<file path="config.mk">
export PLATFORM = sky130hd
export DESIGN_NAME = crc32_rx_check
export DESIGN_NICKNAME = d
export VERILOG_FILES = /design/src/rtl/crc32_rx_check.sv
export SDC_FILE = /design/constraint.sdc
export NUM_CORES = 1
export LEC_CHECK = 0
export CORE_MARGIN = 1
export CORE_UTILIZATION = 30
export DETAILED_ROUTE_END_ITERATION = 6
export GPL_TIMING_DRIVEN = 1
export PLACE_DENSITY = 0.48
export SLEW_MARGIN = 20
export SYNTH_ARGS = -nofsm -noshare
export SYNTH_HDL_FRONTEND = slang
export SYNTH_SLANG_ARGS = --single-unit
</file>
<file path="constraint.sdc">
create_clock -name i_clk -period 5.05 [get_ports i_clk]
set_input_delay 0.505 -clock i_clk [delete_from_list [all_inputs] [get_ports i_clk]]
set_output_delay 0.505 -clock i_clk [all_outputs]
set_load 0.03 [all_outputs]
</file>
<file path="src/rtl/crc32_rx_check.sv">
// crc32_rx_check: receive-side FCS checker for the 32-bit MAC datapath.
// Runs the reflected CRC-32 over every received byte, including the FCS.
// Strips the FCS from the forwarded stream using a one-beat hold register.
// Flags each frame good/bad on its final output beat.
module crc32_rx_check #(
  parameter int DATA_WIDTH = 32,
  parameter int CRC_WIDTH  = 32
) (
  input  logic                    i_clk,
  input  logic                    i_reset,
  input  logic [DATA_WIDTH-1:0]   i_data,
  input  logic [DATA_WIDTH/8-1:0] i_data_keep,
  input  logic                    i_data_valid,
  input  logic                    i_data_last,
  output logic [DATA_WIDTH-1:0]   o_data,
  output logic [DATA_WIDTH/8-1:0] o_data_keep,
  output logic                    o_data_valid,
  output logic                    o_data_last,
  output logic                    o_crc_good,
  output logic                    o_crc_bad
);

  localparam int                 NB      = DATA_WIDTH / 8;
  localparam logic [CRC_WIDTH-1:0] POLY    = CRC_WIDTH'(32'hEDB88320);
  localparam logic [CRC_WIDTH-1:0] INIT    = '1;
  localparam logic [CRC_WIDTH-1:0] RESIDUE = CRC_WIDTH'(32'hDEBB20E3);

  logic [CRC_WIDTH-1:0]  crc_q;
  logic [DATA_WIDTH-1:0] held_q;
  logic                  held_vld;
  logic                  err_q;

  logic [CRC_WIDTH-1:0]  crc_fold;
  logic                  keep_ok;
  logic [NB-1:0]         last_mask;
  logic                  frame_ok;

  // One byte through the LSB-first reflected CRC, bit-serial unrolled.
  function automatic logic [CRC_WIDTH-1:0] crc_byte(input logic [CRC_WIDTH-1:0] c,
                                                    input logic [7:0] d);
    logic [CRC_WIDTH-1:0] r;
    r = c ^ CRC_WIDTH'(d);
    for (int i = 0; i < 8; i++)
      r = r[0] ? ((r >> 1) ^ POLY) : (r >> 1);
    return r;
  endfunction

  // Fold enabled bytes in wire order, classify the keep pattern, pick the strip mask.
  always_comb begin
    crc_fold  = crc_q;
    keep_ok   = 1'b0;
    last_mask = '1;
    for (int b = 0; b < NB; b++)
      if (i_data_keep[b]) crc_fold = crc_byte(crc_fold, i_data[b*8 +: 8]);
    if (!i_data_last) begin
      keep_ok = (i_data_keep == NB'(4'b1111));
    end else begin
      // Illegal last-beat keeps fall through to the full-word strip.
      case (i_data_keep)
        NB'(4'b0001): begin keep_ok = 1'b1; last_mask = NB'(4'b0001); end
        NB'(4'b0011): begin keep_ok = 1'b1; last_mask = NB'(4'b0011); end
        NB'(4'b0111): begin keep_ok = 1'b1; last_mask = NB'(4'b0111); end
        NB'(4'b1111): begin keep_ok = 1'b1; last_mask = NB'(4'b1111); end
        default:      begin keep_ok = 1'b0; last_mask = NB'(4'b1111); end
      endcase
    end
    frame_ok = !(err_q || !keep_ok) && (crc_fold == RESIDUE);
  end

  // CRC state, hold register, sticky error and registered output beat.
  always_ff @(posedge i_clk or posedge i_reset) begin
    if (i_reset) begin
      crc_q        <= INIT;
      held_q       <= '0;
      held_vld     <= 1'b0;
      err_q        <= 1'b0;
      o_data       <= '0;
      o_data_keep  <= '0;
      o_data_valid <= 1'b0;
      o_data_last  <= 1'b0;
      o_crc_good   <= 1'b0;
      o_crc_bad    <= 1'b0;
    end else begin
      o_data       <= '0;
      o_data_keep  <= '0;
      o_data_valid <= 1'b0;
      o_data_last  <= 1'b0;
      o_crc_good   <= 1'b0;
      o_crc_bad    <= 1'b0;
      if (i_data_valid) begin
        if (!i_data_last) begin
          crc_q    <= crc_fold;
          err_q    <= err_q | ~keep_ok;
          held_q   <= i_data;
          held_vld <= 1'b1;
          if (held_vld) begin
            o_data       <= held_q;
            o_data_keep  <= '1;
            o_data_valid <= 1'b1;
          end
        end else begin
          // Frame ends here: reload so the next beat starts a fresh frame.
          crc_q        <= INIT;
          err_q        <= 1'b0;
          held_vld     <= 1'b0;
          o_data_valid <= 1'b1;
          o_data_last  <= 1'b1;
          if (held_vld) begin
            o_data      <= held_q;
            o_data_keep <= last_mask;
            o_crc_good  <= frame_ok;
            o_crc_bad   <= !frame_ok;
          end else begin
            // Runt: nothing but FCS bytes arrived, so there is no payload to forward.
            o_crc_bad   <= 1'b1;
          end
        end
      end
    end
  end

endmodule

</file>
# == Word level (Yosys, flattened, before mapping) ==
# Cells that the tools add are included.
# op_classes
n_eq_ne,5
muxes,59
n_bitwise,39
reduce_logical,7
# ops
op,n
32-bit 2-to-1 mux,39
13-bit NOT with 14-bit output,32
32-bit by 8-bit bitwise XOR with 32-bit output,4
"32-bit equality test, second input constant",1
4-bit 2-to-1 mux,4
1-bit 2-to-1 mux,15
4-bit one-hot mux with 3 select lines,1
"4-bit by 1-bit equality test with 1-bit output, second input constant",1
"4-bit by 2-bit equality test with 1-bit output, second input constant",1
"4-bit by 3-bit equality test with 1-bit output, second input constant",1
"4-bit equality test, second input constant",1
4-bit OR reduction,1
1-bit zero test,3
1-bit NOT,2
2-bit AND reduction,1
1-bit logical AND,1
1-bit logical OR,1
1-bit OR,1
# totals
register_bits,106
in_bits,40

# == Logic depth before layout (Yosys ltp) ==
# depth
depth_word,78
ltp_mapped,20
depth_no_buf,17

# == Worst setup path before layout ==
# No wires, ideal clock.
# synth_path
kind,input port to flip-flop
from,input i_data[4]
to,register o_crc_bad
setup_time_ps,119
arrival_ps,5345
required_ps,4931
slack_ps,-414
path_stages,18
path_buffers,1
path_cell_list,xnor2_1 xnor2_1 xor3_1 mux2i_4 xor2_2 xnor3_1 a211oi_1 or2_1 buf_2 xnor3_2 xnor3_1 a21oi_2 or4b_1 o21ai_1 nand4_1 or3_1 nand4b_1 o21a_1
# synth_between
elab_chain_len,59
# synth_rtl
item,line_no,rtl
"start, declared",11,"input logic [DATA_WIDTH-1:0] i_data,"
32-bit by 8-bit bitwise XOR with 32-bit output *,42,r = c ^ CRC_WIDTH'(d);
32-bit 2-to-1 mux * (5 in a row),44,r = r[0] ? ((r >> 1) ^ POLY) : (r >> 1);
13-bit NOT with 14-bit output (no source line),-,
32-bit 2-to-1 mux *,44,
13-bit NOT with 14-bit output (no source line),-,
32-bit 2-to-1 mux * (2 in a row),44,
32-bit 2-to-1 mux *,54,"if (i_data_keep[b]) crc_fold = crc_byte(crc_fold, i_data[b*8 +: 8]);"
32-bit by 8-bit bitwise XOR with 32-bit output,42,
(+37 left out),-,
32-bit 2-to-1 mux (2 in a row),44,
32-bit 2-to-1 mux *,54,
32-bit equality test *,67,frame_ok = !(err_q || !keep_ok) && (crc_fold == RESIDUE);
1-bit logical AND *,67,
1-bit zero test *,112,o_crc_bad <= !frame_ok;
1-bit 2-to-1 mux *,108,if (held_vld) begin
1-bit 2-to-1 mux *,91,if (!i_data_last) begin
1-bit 2-to-1 mux *,90,if (i_data_valid) begin
"end signal, assigned",112,
"end, declared",20,output logic o_crc_bad
# Mark *: on every way between the ends. The rest lies on a longest branch, timed or not.
# A chain may end at the register's enable or synchronous reset.

# == Final worst setup path ==
# layout_path
from,register crc_q[3]
to,register o_crc_bad
# layout_between
elab_chain_len,59
# layout_rtl
item,line_no,rtl
"start, declared",28,logic [CRC_WIDTH-1:0] crc_q;
"start signal, assigned",92,crc_q <= crc_fold;
32-bit by 8-bit bitwise XOR with 32-bit output,42,
32-bit 2-to-1 mux (4 in a row),44,
13-bit NOT with 14-bit output (no source line),-,
32-bit 2-to-1 mux,44,
13-bit NOT with 14-bit output (no source line),-,
32-bit 2-to-1 mux (2 in a row),44,
13-bit NOT with 14-bit output (no source line),-,
32-bit 2-to-1 mux,44,
(+37 left out),-,
32-bit 2-to-1 mux (3 in a row),44,
32-bit 2-to-1 mux *,54,
32-bit equality test *,67,
1-bit logical AND *,67,
1-bit zero test *,112,
1-bit 2-to-1 mux *,108,
1-bit 2-to-1 mux *,91,
1-bit 2-to-1 mux *,90,
# Marked as above.

==> summary.md <==
| Metric | Value |
|---|---|
| Fillers | `about 3,100` |
| Register bit total from synthesis | `106` |
| Final Util | `0.463` |
| Failing checks | `setup timing` |
| Worst relative slew slack | `0.281` |
| Die width | `183 um` |
| HP Start | `i_data_valid` |
| WS Path Type | `register to register` |
| Placed Cells | `1,798` |
| Synth warnings | `0` |
| Largest net degree at the start of global routing | `65` |
| Layout Nets | `1,452` |
| Hold buffer count at cts | `0` |
| Site Rows | `66` |
| Input/output buffers | `79` |
| Register area share after synthesis | `0.273` |
| Clk Latency, worst-skew pair | `370 ps` |
| Register Area | `between 2000 and 3000 um^2` |
| Largest family of logic cells by synthesized area | `XOR/XNOR gates` |
| Synth area leaders | `dfrtp_1 19%, xnor2_1 12%, xnor3_1 11%` |
| Final Instance Area | `roughly 15,000 um^2` |
| HP Class | `input pin to register` |
| Worst EP required | `around 5300 ps` |
| Final WS setup | `-345 ps` |
| Achievable frequency | `185 MHz` |
| Worst setup SP type | `register` |
| Num CTS Buffers | `9` |
| Fin. max-slew vios | `0` |
| Post-DP HPWL | `28,500 um` |
| Max Cap Viol | `0` |
| Number of synthesized flops with an enable pin | `0` |
| Clock buffer depth | `2` |
| Min Tclk post-route | `5390 ps` |
| DRC viols | `0` |
| # IOs | `80` |
| H-Tree Depth | `3` |
| Mux share of post-synthesis cell area | `0.0702` |
| First-pass GRT wire length | `54,200 um` |
| Initial core utilization | `0.304` |
| # setup viols final | `6` |
| Final Hold Viols | `0` |
| Antenna violations before repair | `2` |
| Worst Path Max Fanout | `5` |
| Outcome | `complete, but fails checks` |
| Die Y | `183 um` |
| Top FF cell, synth | `dfrtp_1` |
| Area Growth Syn to Fin | `52.4%` |
| Avg Cell Area, Syn | `a little under 10 um^2` |
| DR vias/cell | `4.72` |
| Remaining global-route overflow | `0` |
| Placer Congestion | `0.887` |
| Drt first-iter violations | `slightly above 500` |
| Complex-gate fraction of the synthesized area | `0.110` |
| Non-Filler Instances | `1,861` |
| DR pass1 iterations | `5` |
| Routed WL per cell | `19.4 um` |
| Via count | `8,775` |
| Cell area after placement | `13,600 um^2` |
| Post-Syn Area | `9860 um^2` |
| Multi-input gate area | `7730 um^2` |
| CP endpoint kind | `register` |
| Vias in the first global route | `8,557` |
| Reg-to-reg endpoint | `o_crc_bad` |
| Die ar. | `~34,000 um^2` |
| Post-Route WL | `36,200 um` |
| CTS sink cnt | `between 100 and 150` |
| Fin crit share | `1.07` |
| R2r setup slk | `-340 ps` |
| Core ar. | `32,500 um^2` |
| Hold Path Sink | `held_vld` |
| Worst Path Arrival | `5670 ps` |
| Antenna-violating nets left | `0` |
| Xor/xnor share of the synthesized area | `0.355` |
| Cell count of the worst reg-to-reg path | `19` |
| Share of the synthesized area in the top cell type | `0.188` |
| Layout cell share with drive strength beyond 1 | `0.397` |
| RSZ-0062 raised after global routing | `yes` |
| CTS tree | `done` |
| Async SR Flop Fraction | `1.00` |
| Synth cell types | `76` |
| Clock Skew | `17.9 ps` |
| Total GRT Usage | `0.220` |
| Post-Syn Instances | `1,015` |
| Slew at the pin closest to its max-slew limit | `1080 ps` |
| Reg-to-reg startpoint | `crc_q[3]` |
| Clock transition at path regs | `90 ps` |
| Area leader, netlist | `dfrtp_1` |
| CTS Root Cell | `clkbuf_16` |
| Post-Syn Nets | `1,055` |
| Simple-gate share of the synthesized area | `0.164` |
| Synth Area in Adders | `0` |
| Min-Delay Path Depth | `3` |
==> metrics by stage <==
step           hold WS [ps]  setup WS [ps]  setup TNS, ps
2_1_floorplan           437          -99.3           -116
3_3_place_gp            450          -1260         -17080
3_5_place_dp            456          -1190         -18070
4_1_cts                 468           -404          -2030
5_1_grt                 487           -548          -3010
6_report                466           -345          -1130
==> cells by family (layout without fill, tap and decap cells) <==
family | count (synthesis) | after routing
multiplexers | 65 | 65
XOR/XNOR | 267 | 267
flip-flops | 106 | 106
other | 0 | 2
AND/OR/NAND/NOR | 342 | 342
AO/OA/AOI/OAI | 165 | 165
buffers and inverters | 70 | 472
==> layer usage <==
metal | share of wire | routed length (um) | track usage | vias to the layer above
met4 | 0.014 | 503 | 0.0437 | 0
li1 | - | - | - | 4291
met5 | 0 | 0 | 0 | -
met1 | 0.48 | 17200 | 0.316 | 4283
met3 | 0.038 | 1380 | 0.0210 | 18
met2 | 0.47 | 17100 | 0.357 | 183
==> area by class of cell <==
cell class                      instances  share of cell area
Timing Repair Buffer                  445               0.245
Antenna cell                            2            0.000333
Tap cell                              442              0.0368
Multi-Input combinational cell        839               0.514
Clock buffer                            9              0.0150
Sequential cell                       106               0.179
Inverter                               11             0.00291
Clock inverter                          7             0.00624
==> cell usage in the layout (no fill, tap or decap), types with 11 or more instances in the layout <==
cell type | netlist | routed
nor3_1 | 13 | 11
nand2_1 | 135 | 134
and3_1 | 42 | 39
xnor2_1 | 133 | 111
clkdlybuf4s50_1 | 0 | 68
buf_4 | 1 | 336
xor3_1 | 15 | 15
xor2_1 | 45 | 36
xnor2_2 | 15 | 23
o22a_1 | 13 | 13
o21ai_0 | 30 | 24
dfstp_2 | 32 | 32
a21oi_2 | 2 | 11
a21oi_1 | 56 | 45
nor2_1 | 79 | 79
dfrtp_1 | 74 | 74
mux2i_1 | 54 | 47
xnor2_4 | 5 | 19
nand3_1 | 13 | 13
buf_6 | 0 | 22
xnor3_1 | 49 | 41
==> critical path, cell delays in order (launching register included) <==
cell and delay (ps):
dfstp_2 590, xnor2_4 160, buf_6 140, xnor3_2 360
mux2_4 350, nand2_4 110, xnor2_4 130, xnor3_2 480
o211a_1 250, or2_1 230, buf_6 150, xnor3_2 400
xnor3_1 230, a21oi_2 210, or4b_1 450, o21ai_1 100
nand4_1 150, or3_1 370, nand4b_1 230, o21a_1 200
==> worst max path at each step <==
stage	startpoint	endpoint	slack [ps]	depth (start not counted)
2_1_floorplan	i_data[4]	o_crc_bad	-100	18
3_3_place_gp	i_data[4]	o_crc_bad	-1260	20
3_5_place_dp	i_data[4]	o_crc_bad	-1190	18
4_1_cts	crc_q[1]	o_crc_bad	-400	20
5_1_grt	crc_q[4]	o_crc_bad	-550	21
6_report	crc_q[3]	o_crc_bad	-340	19
==> state kept, by name, indices dropped and copies added, names as in the netlist <==
signal and cells:
o_data_valid 1, err_q 1, o_data_keep 4, o_data_last 1, held_q 32, o_crc_good 1
o_data 32, o_crc_bad 1, held_vld 1, crc_q 32
==> cells in the mapped netlist (5+ instances only) <==
master and n:
a211oi_1 8, a21o_1 5, a21oi_1 56, a31oi_1 5
and2_1 8, and3_1 42, buf_1 5, buf_2 5
clkbuf_1 48, dfrtp_1 74, dfstp_2 32, inv_1 9
mux2_2 7, mux2i_1 54, nand2_1 135, nand2b_1 7
nand3_1 13, nand3b_1 5, nor2_1 79, nor3_1 13
nor3b_1 6, o21a_1 10, o21ai_0 30, o22a_1 13
or3_1 8, xnor2_1 133, xnor2_2 15, xnor2_4 5
xnor3_1 49, xor2_1 45, xor3_1 15
==> what timing repair did <==
item	CTS	global route
gates resized for setup	45	93
setup buffers	23	24
pin swaps	32	43
gates cloned	0	0
hold endpoints to repair	0	0
endpoints found under the setup margin	26	25
Power is left out: the tool's default activity adds up to more than one toggle a clock period on the data nets, which glitch-free logic cannot reach.
